<file path="config.mk">
export PLATFORM = sky130hd
export DESIGN_NAME = sha256_padder
export DESIGN_NICKNAME = d
export VERILOG_FILES = /design/src/rtl/sha256_pkg.sv /design/src/rtl/sha256_pad_gen.sv /design/src/rtl/sha256_padder.sv
export SDC_FILE = /design/constraint.sdc
export NUM_CORES = 1
export LEC_CHECK = 0
export BUFFER_PORTS_ARGS = -buffer_cell sky130_fd_sc_hd__buf_2
export CORE_MARGIN = 2
export CORE_UTILIZATION = 30
export DETAILED_ROUTE_END_ITERATION = 8
export MAX_ROUTING_LAYER = met4
export REMOVE_ABC_BUFFERS = 1
export SLEW_MARGIN = 20
export SYNTH_ARGS = -nofsm -noshare
export SYNTH_HDL_FRONTEND = slang
export SYNTH_SLANG_ARGS = --single-unit
</file>
<file path="constraint.sdc">
create_clock -name clk -period 4.6 [get_ports clk]
set_input_delay 0.92 -clock clk [delete_from_list [all_inputs] [get_ports clk]]
set_output_delay 0.92 -clock clk [all_outputs]
set_load 0.05 [all_outputs]
</file>
<file path="src/rtl/sha256_pkg.sv">
// Shared SHA-256 constants, padder state encoding and block-size helper.
// Used by both the padder and the hasher.
package sha256_pkg;

  localparam logic [31:0] SHA256_PAD_MARKER = 32'h8000_0000;
  localparam int SHA256_BLOCK_WORDS = 16;

  typedef enum logic [2:0] {
    PAD_IDLE,
    PAD_WAIT,
    PAD_CAP,
    PAD_NEXT,
    PAD_FILL,
    PAD_DONE
  } pad_state_e;

  // Padded length in words:
  // message + marker + two length words, rounded up to a whole block.
  function automatic logic [15:0] sha256_pad_total(input logic [15:0] n);
    return (n + 16'(SHA256_BLOCK_WORDS + 2))
         & ~16'(SHA256_BLOCK_WORDS - 1);
  endfunction

endpackage

</file>
<file path="src/rtl/sha256_pad_gen.sv">
// Padding word generator: given message length N and output index j,
// returns the marker, zero fill, or bit-length word.
module sha256_pad_gen
  import sha256_pkg::*;
(
  input  logic [15:0] num_words,
  input  logic [15:0] idx,
  output logic [31:0] pad_word
);

  logic [15:0] total;

  assign total = sha256_pad_total(num_words);

  // Length high word and fill are zero; only marker and length low differ.
  always_comb begin
    pad_word = '0;
    unique case (1'b1)
      (idx == num_words):      pad_word = SHA256_PAD_MARKER;
      (idx == total - 16'd1):  pad_word = {11'b0, num_words, 5'b0};
      default:                 pad_word = '0;
    endcase
  end

endmodule

</file>
<file path="src/rtl/sha256_padder.sv">
// SHA-256 message padder: copies N words and appends padding in memory.
// Define SHA256_PADDER_BSWAP_EN to byte-reverse copied message words.
module sha256_padder
  import sha256_pkg::*;
#(
  parameter int MAX_WORDS = 20
) (
  input  logic        clk,
  input  logic        reset_n,
  input  logic        start,
  input  logic [15:0] message_addr,
  input  logic [15:0] output_addr,
  input  logic [15:0] num_words,
  output logic        done,
  output logic        err,
  output logic [7:0]  block_count,
  output logic        mem_clk,
  output logic        mem_we,
  output logic [15:0] mem_addr,
  output logic [31:0] mem_write_data,
  input  logic [31:0] mem_read_data
);

  pad_state_e  state_q, state_d;
  logic [15:0] n_q, n_d;
  logic [15:0] msg_q, msg_d;
  logic [15:0] out_q, out_d;
  logic [15:0] i_q, i_d;
  logic [15:0] j_q, j_d;
  logic [15:0] p_q, p_d;
  logic        bad_q, bad_d;
  logic        done_q, done_d;
  logic        err_q, err_d;
  logic [7:0]  bcnt_q, bcnt_d;
  logic        we_q, we_d;
  logic [15:0] addr_q, addr_d;
  logic [31:0] wdata_q, wdata_d;

  logic [15:0] pad_idx;
  logic [31:0] pad_word;
  logic [31:0] copy_word;
  logic [15:0] total_in;
  logic        n_bad;

  assign mem_clk        = clk;
  assign done           = done_q;
  assign err            = err_q;
  assign block_count    = bcnt_q;
  assign mem_we         = we_q;
  assign mem_addr       = addr_q;
  assign mem_write_data = wdata_q;

  assign total_in = sha256_pad_total(num_words);
  assign n_bad    = (num_words == 16'd0)
                 || (num_words > 16'(MAX_WORDS));
  assign pad_idx  = (state_q == PAD_NEXT) ? n_q : j_q;

`ifdef SHA256_PADDER_BSWAP_EN
  assign copy_word = {mem_read_data[7:0],   mem_read_data[15:8],
                      mem_read_data[23:16], mem_read_data[31:24]};
`else
  assign copy_word = mem_read_data;
`endif

  sha256_pad_gen u_pad_gen (
    .num_words (n_q),
    .idx       (pad_idx),
    .pad_word  (pad_word)
  );

  // State and all registered outputs.
  always_ff @(posedge clk or negedge reset_n) begin
    if (!reset_n) begin
      state_q <= PAD_IDLE;
      n_q     <= '0;
      msg_q   <= '0;
      out_q   <= '0;
      i_q     <= '0;
      j_q     <= '0;
      p_q     <= '0;
      bad_q   <= 1'b0;
      done_q  <= 1'b0;
      err_q   <= 1'b0;
      bcnt_q  <= '0;
      we_q    <= 1'b0;
      addr_q  <= '0;
      wdata_q <= '0;
    end else begin
      state_q <= state_d;
      n_q     <= n_d;
      msg_q   <= msg_d;
      out_q   <= out_d;
      i_q     <= i_d;
      j_q     <= j_d;
      p_q     <= p_d;
      bad_q   <= bad_d;
      done_q  <= done_d;
      err_q   <= err_d;
      bcnt_q  <= bcnt_d;
      we_q    <= we_d;
      addr_q  <= addr_d;
      wdata_q <= wdata_d;
    end
  end

  // Read/capture/write copy loop, then one pad write per cycle.
  always_comb begin
    state_d = state_q;
    n_d     = n_q;
    msg_d   = msg_q;
    out_d   = out_q;
    i_d     = i_q;
    j_d     = j_q;
    p_d     = p_q;
    bad_d   = bad_q;
    done_d  = done_q;
    err_d   = err_q;
    bcnt_d  = bcnt_q;
    we_d    = we_q;
    addr_d  = addr_q;
    wdata_d = wdata_q;
    unique case (state_q)
      PAD_IDLE: begin
        if (start) begin
          n_d   = num_words;
          msg_d = message_addr;
          out_d = output_addr;
          i_d   = '0;
          if (n_bad) begin
            bad_d   = 1'b1;
            bcnt_d  = '0;
            state_d = PAD_DONE;
          end else begin
            bad_d   = 1'b0;
            p_d     = total_in;
            bcnt_d  = 8'(total_in >> 4);
            addr_d  = message_addr;
            state_d = PAD_WAIT;
          end
        end
      end
      PAD_WAIT: begin
        state_d = PAD_CAP;
      end
      PAD_CAP: begin
        wdata_d = copy_word;
        addr_d  = out_q + i_q;
        we_d    = 1'b1;
        state_d = PAD_NEXT;
      end
      PAD_NEXT: begin
        we_d = 1'b0;
        i_d  = i_q + 16'd1;
        if (i_q + 16'd1 < n_q) begin
          addr_d  = msg_q + i_q + 16'd1;
          state_d = PAD_WAIT;
        end else begin
          addr_d  = out_q + n_q;
          wdata_d = pad_word;
          we_d    = 1'b1;
          j_d     = n_q + 16'd1;
          state_d = PAD_FILL;
        end
      end
      PAD_FILL: begin
        if (j_q == p_q) begin
          we_d    = 1'b0;
          done_d  = 1'b1;
          state_d = PAD_DONE;
        end else begin
          addr_d  = out_q + j_q;
          wdata_d = pad_word;
          we_d    = 1'b1;
          j_d     = j_q + 16'd1;
        end
      end
      PAD_DONE: begin
        if (!done_q) begin
          done_d = 1'b1;
          err_d  = bad_q;
        end else if (!start) begin
          done_d  = 1'b0;
          err_d   = 1'b0;
          state_d = PAD_IDLE;
        end
      end
      default: begin
        state_d = PAD_IDLE;
      end
    endcase
  end

endmodule

</file>
; After elaboration in Yosys (flattened, before gate mapping)
; Cells that the tools add are included.
[word_totals]
regBits = 155
inputBits = 83
wordCells = 94
output_inout_bits = 60
[classes]
mux = 33
n_reduce_logical = 17
magnitude_cmp = 2
bitwise = 1
eq_ne = 16
add_sub_neg = 11
[ops]
columns = operator, count
row1 = 2-to-1 mux 16 bit, 8
row2 = case mux 32 bit (3 select lines), 1
row3 = adder 16 x 1 -> 16 bit (second input constant), 4
row4 = adder 16 bit, 4
row5 = 2-to-1 mux 32 bit, 2
row6 = case mux 16 bit (2 select lines), 2
row7 = case mux 16 bit (4 select lines), 1
row8 = case mux 32 bit (2 select lines), 1
row9 = == test 16 bit, 3
row10 = adder 16 x 5 -> 16 bit (second input constant), 2
row11 = 2-to-1 mux 3 bit, 6
row12 = case mux 3 bit (6 select lines), 1
row13 = greater-than comparator 16 x 5 -> 1 bit (second input constant), 1
row14 = logical NOT 16 bit, 1
row15 = less-than comparator 16 bit, 1
row16 = != test 2 bit (second input constant), 8
row17 = subtractor 16 x 1 -> 16 bit (second input constant), 1
row18 = AND reduction 3 bit, 3
row19 = 2-to-1 mux 1 bit, 8
row20 = 2-to-1 mux 8 bit, 1
row21 = AND reduction 2 bit, 4
row22 = AND reduction 4 bit, 2
row23 = == test 3 x 2 -> 1 bit (second input constant), 2
row24 = == test 3 bit (second input constant), 2
row25 = 9 further kinds, 11

; Depth between registers and ports, before layout
; Gate-level depths: netlist of run 1.
[logic_depth]
ltp_word = 6
depth_mapped = 19
mapped_depth_nobuf = 16

; By module
; A second synthesis of run 1 with hierarchy kept.
[hier_totals]
hier_cells = 1379
area_unflattened_um2 = 11504.8
[by_module_without_submodules]
columns = module, cells_per_inst, instances, seq_area_each_um2, area_each_um2
row1 = sha256_padder, 1233, 1, 3878.7, 10440.0
row2 = sha256_pad_gen, 146, 1, 0.0, 1064.8

==> flow_summary.yaml, run 1 <==
synthesis:
  synth_seq_area_share: 0.3581
  async_flop_share: 1.000
  avgSynthCellArea_um2: 8.281
  synth_cell_types: 81
  synth_edf_count: 0
  synthFlopType: "dfrtp_1"
  synth_area_um2: 10830
  ys_ff_latch: 155
  synthCells: 1308
  yosys_warnings: 0
detailed_routing:
  ant_nets: 0
  wirelength_um: 34560
  drt_iter0_markers: 667
  dr.pass1.iters: 5
  via_per_inst: 5.247
  avgRoutedWirePerCell_um: 18.18
  post-route-drc-count: 0
  vias: 9975
floorplanning:
  initial_core_util: 0.3045
  die_y_um: 194.0
  core_um2: 35570
  rows: 69
  die_x_um: 194.0
  die_area_um2: 37640
  ios: 143
setup_path:
  r2r-start: "i_q[1]$_DFFE_PN0P_"
  critPathMaxFanout: 46
  crit_arrival_ps: 4680
  worst_setup_path_start_kind: "register"
  endpoint_kind: "register"
  crit_start: "i_q[1]$_DFFE_PN0P_"
  crit_type: "reg2reg"
  critPathRequiredTime_ps: 5020
layout:
  final_cells: 1901
  stdcell_area_um2: 12770
  n_fill_cell: 3724
  mostFrequentLayoutCells: "nand2_1 (285), dfrtp_1 (155), buf_2 (141)"
  drive_gt1_frac: 0.1701
  syn2layout_area_growth_pct: 17.89
  multi_input_area_um2: 6520
  final_common_cell: "nand2_1"
  diodes: 0
  utilization: 0.3590
  finish.net_count: 1576
  seqCellArea_um2: 3879
global_routing:
  grt_pass1_vias: 9769
  grt_max_degree: 83
  grt_overflow: 0
  grt_use_total: 0.1908
  grt_pass1_wl_um: 54700
  grt_antenna_before_repair: 0
timing:
  hold_violations: 0
  finalSetupViolations: 0
  period_minus_slack_ps: 4258
  worst_pin_slew_ps: 1046
  min_period_over_period: 0.9257
  fmax_mhz: 234.8
  fin_ws_ps: 341.8
  relSlewSlack: 0.3000
  skew_ps: 21.63
  final_max_slew_viol_count: 0
  grt_setup_unrepaired: "false"
placement:
  place_ws_ps: 411.2
  port_buffers: 142
  gp_congestion: 0.8851
  place_area_um2: 12100
  place_inst: 1866
  dpl.hpwl_um: 26050
pwr:
  peakVddDrop_v: 0.0003315
  total_power_w: 0.009940
  p_int_w: 0.004994
  switchingPower_w: 0.004947
  pwr-share-seq: 0.245
  cellLeakagePower_nw: 6.044
  power_density_nw_per_um2: 778.4
  clock_power_share: 0.163
  combPwrFrac: 0.592
  p_sw_frac: 0.4977
clocking:
  post_cts_buffers: 0
  clkTransAtPathRegs_ps: 80
  clk_latency_ps: 560
  tritoncts: "yes"
worst_hold_path:
  worstHoldPathType: "in2async"
flow_run:
  drv_cap: 0
run_status:
  outcome: "completed"
==> cells by family after synthesis <==
group,synth area share
compound gates,0.2033
flops,0.3581
mux,0.01964
buf+inv,0.04424
simple gates,0.2236
fa+ha+maj,0.07832
xor+xnor,0.07277
==> Yosys cell counts, drive strengths merged, types with 6 or more instances <==
master  number  share of area
a21o        12         0.0083
nand3       42          0.021
mux2i       19          0.018
o21ai       98          0.045
a211oi      14         0.0097
and3        14         0.0083
a221oi       7         0.0057
o31ai        8         0.0055
inv         35          0.012
o21bai       6         0.0042
a22oi       11         0.0076
nor4        12         0.0081
buf         35          0.016
ha          63          0.073
nor2        94          0.033
nor3        22          0.011
o211ai      11         0.0076
nor2b       16         0.0092
a221o       18          0.017
dfrtp      155           0.36
and2         7         0.0040
a21oi       52          0.024
nand4        8         0.0052
xnor2       51          0.041
a211o        6         0.0049
nand2      285          0.099
clkbuf      45          0.016
xor2        39          0.032
a31oi       20          0.012
a22o        10         0.0081
o21a        10         0.0069
nand2b       9         0.0052
==> per-stage QoR <==
step | TNS, ps | hold slack, ps
floorplan | -45240 | 452.3
global placement | 0 | 455.6
detailed placement | 0 | 460.6
CTS | 0 | 445.4
finish | 0 | 414.6
global route | 0 | 471.0
==> layout make-up <==
class,instances,area share
Clock buffer,22,0.03988
Clock inverter,14,0.01244
Inverter,36,0.01058
Multi-Input combinational cell,1037,0.5106
Sequential cell,155,0.3037
Tap cell,461,0.04517
Timing Repair Buffer,176,0.07760
==> worst max-delay path, cell delays in order, from the launching register on <==
cell	delay (ps)
dfrtp_1	470
ha_1	270
nand2_1	70
nor2_1	230
and3_1	280
and3_1	280
nand3_1	160
nor2_1	180
xor2_1	260
ha_1	280
nand2_1	80
nor2_1	70
a21oi_1	240
a21oi_1	130
buf_4	220
o21bai_4	150
buf_6	300
buf_4	280
o21ai_0	130
==> registers in the layout, indices dropped and copies added, names as in the netlist, 3 cells and up <==
name	flops
mem_write_data	32
i_q	16
j_q	16
mem_addr	16
msg_q	16
n_q	16
out_q	16
p_q	12
block_count	8
state_q	3
==> path summary, 6_finish.rpt <==
path | cells past startpoint | slack, ps | endpoint
worst max-delay path | 18 | 340 | mem_write_data[2]$_DFFE_PN0P_
worst min-delay path | 1 | 410 | mem_write_data[22]$_DFFE_PN0P_
worst max register to register | 18 | 340 | mem_write_data[2]$_DFFE_PN0P_
worst min register to register | 2 | 470 | block_count[0]$_DFFE_PN0P_
max in group asynchronous | 2 | 3310 | i_q[3]$_DFFE_PN0P_
min in group clk | 2 | 470 | block_count[0]$_DFFE_PN0P_
==> what timing repair did <==
item,4_1_cts,5_1_grt
endpoints found under the setup margin,0,8
gates resized for setup,0,1
hold buffers,0,0
==> per-layer routing <==
layer | track usage | up-vias | wire [um]
li1 | - | 4860 | -
met4 | 0.06566 | 0 | 830
met5 | - | - | 0
met2 | 0.2912 | 315 | 15550
met1 | 0.2519 | 4755 | 16000
met3 | 0.03827 | 45 | 2182
==> power groups by stage <==
stage / clock network [W] / registers, W / logic (W)
floorplan: 0 / 0.00289 / 0.00368
global placement: 0.0000415 / 0.00243 / 0.00571
detailed placement: 0.0000415 / 0.00245 / 0.00583
CTS: 0.00167 / 0.00242 / 0.00587
global route: 0.00172 / 0.00251 / 0.00654
finish: 0.00162 / 0.00243 / 0.00589
Note: power is estimated with default switching activity, not from simulation.
==> run 2, diff against run 1 <==
--- a/config.mk
+++ b/config.mk
@@ -7,9 +7,10 @@
 export LEC_CHECK = 0
 export BUFFER_PORTS_ARGS = -buffer_cell sky130_fd_sc_hd__buf_2
 export CORE_MARGIN = 2
-export CORE_UTILIZATION = 30
+export CORE_UTILIZATION = 59
 export DETAILED_ROUTE_END_ITERATION = 8
 export MAX_ROUTING_LAYER = met4
+export PLACE_DENSITY = 0.81
 export REMOVE_ABC_BUFFERS = 1
 export SLEW_MARGIN = 20
 export SYNTH_ARGS = -nofsm -noshare
==> run 2 against run 1 <==
Core utilization increased by 33 points. Critical path depth decreased by 2. Via count increased by 2.6%. Non-clock buffer count decreased by 8. Final cell count decreased by 13%. Sequential share of layout area increased by 0.75 points. Clock skew decreased by 13 ps. Die area decreased by 48%. Clock-buffer cell count unchanged. Combinational power decreased by 2%.
==> flow_summary.yaml, run 2 (synthesis results as in run 1) <==
placement:
  place_ws_ps: 429.5
  place_area_um2: 11760
  port_buffers: 142
  dpl.hpwl_um: 22370
  gp_congestion: 0.9998
timing:
  hold_violations: 0
  min_period_over_period: 0.9031
  timing.setup.tns_ps: 0
  fmax_mhz: 240.7
  relSlewSlack: 0.2912
  grt_setup_unrepaired: "false"
  holdWs_ps: 389.0
  period_minus_slack_ps: 4154
  finalSetupViolations: 0
  fin_ws_ps: 445.7
  skew_ps: 8.734
  final_max_slew_viol_count: 0
  worst_pin_slew_ps: 1059
detailed_routing:
  avgRoutedWirePerCell_um: 18.64
  post-route-drc-count: 0
  drt_iter0_markers: 979
  ant_nets: 0
  via_per_inst: 6.164
  wirelength_um: 30960
  dr.pass1.iters: 7
  vias: 10239
pwr:
  cellLeakagePower_nw: 6.021
  peakVddDrop_v: 0.0005381
  power_density_nw_per_um2: 797.5
setup_path:
  critPathMaxFanout: 13
  crit_family: "simple AND/OR/NAND/NOR gates"
  crit_arrival_ps: 4620
  critPathRequiredTime_ps: 5070
  rrSetupSlack_ps: 450
  worst_setup_path_start_kind: "register"
  critical_path.most_common_cell: "and3_1"
  r2r_end: "j_q[8]$_DFFE_PN0P_"
  slowest_stage: "dfrtp_1"
  reg2reg_depth: 16
  slowest_delay_ps: 470
  cp_num_cells: 16
  crit_chain: "nand3_1 > nor3_1 > and3_1 > and3_1 > and3_1 > nand3_1 > xnor2_1 > ha_1 > nand2_1 > nor2_1 > o211ai_1 > a21oi_1 > buf_4 > a21oi_1 > o311a_1 > o21ai_0"
  r2r-start: "i_q[2]$_DFFE_PN0P_"
  endpoint_kind: "register"
  crit_type: "reg2reg"
  path_buf_inv: 1
floorplanning:
  core_um2: 17960
  die_x_um: 139.5
  rows: 49
  die_y_um: 139.5
  die_area_um2: 19460
  initial_core_util: 0.6030
  ios: 143
layout:
  stdcell_area_um2: 12460
  final_common_cell: "nand2_1"
  diodes: 0
  syn2layout_area_growth_pct: 15.04
  mostFrequentLayoutCells: "nand2_1 (285), dfrtp_1 (155), buf_2 (141)"
  largest_reg_flops: 32
  drive_gt1_frac: 0.1662
  utilization: 0.6937
  finish.net_count: 1568
global_routing:
  grt_overflow: 0
  grt_antenna_before_repair: 0
  grt_max_degree: 82
  grt_pass1_vias: 9956
  grt_pass1_wl_um: 50200
  grt_use_total: 0.3317
clocking:
  clkTransAtPathRegs_ps: 70
  cts_hold_buf: 0
  clk_latency_ps: 550
  post_cts_buffers: 0
  tritoncts: "yes"
flow_run:
  drv_cap: 0
run_status:
  outcome: "completed"
worst_hold_path:
  worstHoldPathType: "in2async"
[run 2: cell types whose count changed in the layout (fill, tap and decap cells not counted), sizes merged]
cell / previous run / this run
buf: 177 / 169
bufinv: 2 / 3
inv: 41 / 40
[run 2: final cells by class]
cell class,instances,area (um^2)
clock inverter,14,183.9
sequential,155,3879
clock buffer,22,519.2
tap,229,286.5
timing repair buffer,168,939.7
inverter,36,135.1
fill,1486,5503
multi-input combinational,1037,6518
[run 2: worst reg2reg max path: cells and delay by family (launching register included)]
kind                     cells  cell delay [ps]
flip-flops                   1              470
XOR/XNOR                     1              170
AND/OR/NAND/NOR              8             1720
adder cells (fa/ha/maj)      1              310
buffers and inverters        1              290
AO/OA/AOI/OAI                5             1130
[run 2: how the worst max path moves through the flow]
stage	from	endpoint	slack, ps
6_report	i_q[2]$_DFFE_PN0P_	j_q[8]$_DFFE_PN0P_	450
5_1_grt	i_q[2]$_DFFE_PN0P_	j_q[14]$_DFFE_PN0P_	60
4_1_cts	i_q[2]$_DFFE_PN0P_	mem_addr[9]$_DFFE_PN0P_	370
3_5_place_dp	i_q[2]$_DFFE_PN0P_	mem_addr[9]$_DFFE_PN0P_	430
3_3_place_gp	i_q[2]$_DFFE_PN0P_	mem_addr[3]$_DFFE_PN0P_	660
2_1_floorplan	i_q[2]$_DFFE_PN0P_	mem_write_data[10]$_DFFE_PN0P_	-1000
[run 2: through the flow]
| step | instances | power [W] |
|---|---|---|
| after floorplan | 1228 | 0.006576 |
| after global placement | 1626 | 0.007992 |
| after detailed placement | 1626 | 0.008164 |
| after CTS | 1661 | 0.009852 |
| after global routing | 1661 | 0.01065 |
| final | 1661 | 0.009938 |
[run 2: power breakdown]
group / switching (W) / internal [W]
Sequential: 0.000619 / 0.00184
Combinational: 0.00361 / 0.00220
Clock: 0.000677 / 0.000996
Total: 0.00490 / 0.00504
[run 2: metal layers]
layer,wire (um),vias to the layer above,part of all wire,GRT usage
met5,0,-,0,-
met4,1275,0,0.041,0.1579
met3,2332,82,0.075,0.04921
met2,14150,482,0.46,0.5150
met1,13200,4833,0.43,0.4294
li1,-,4842,-,-
[run 2: repair_timing]
item	4_1_cts	5_1_grt
hold endpoints to repair	0	0
endpoints found under the setup margin	0	2
gates resized for setup	0	1
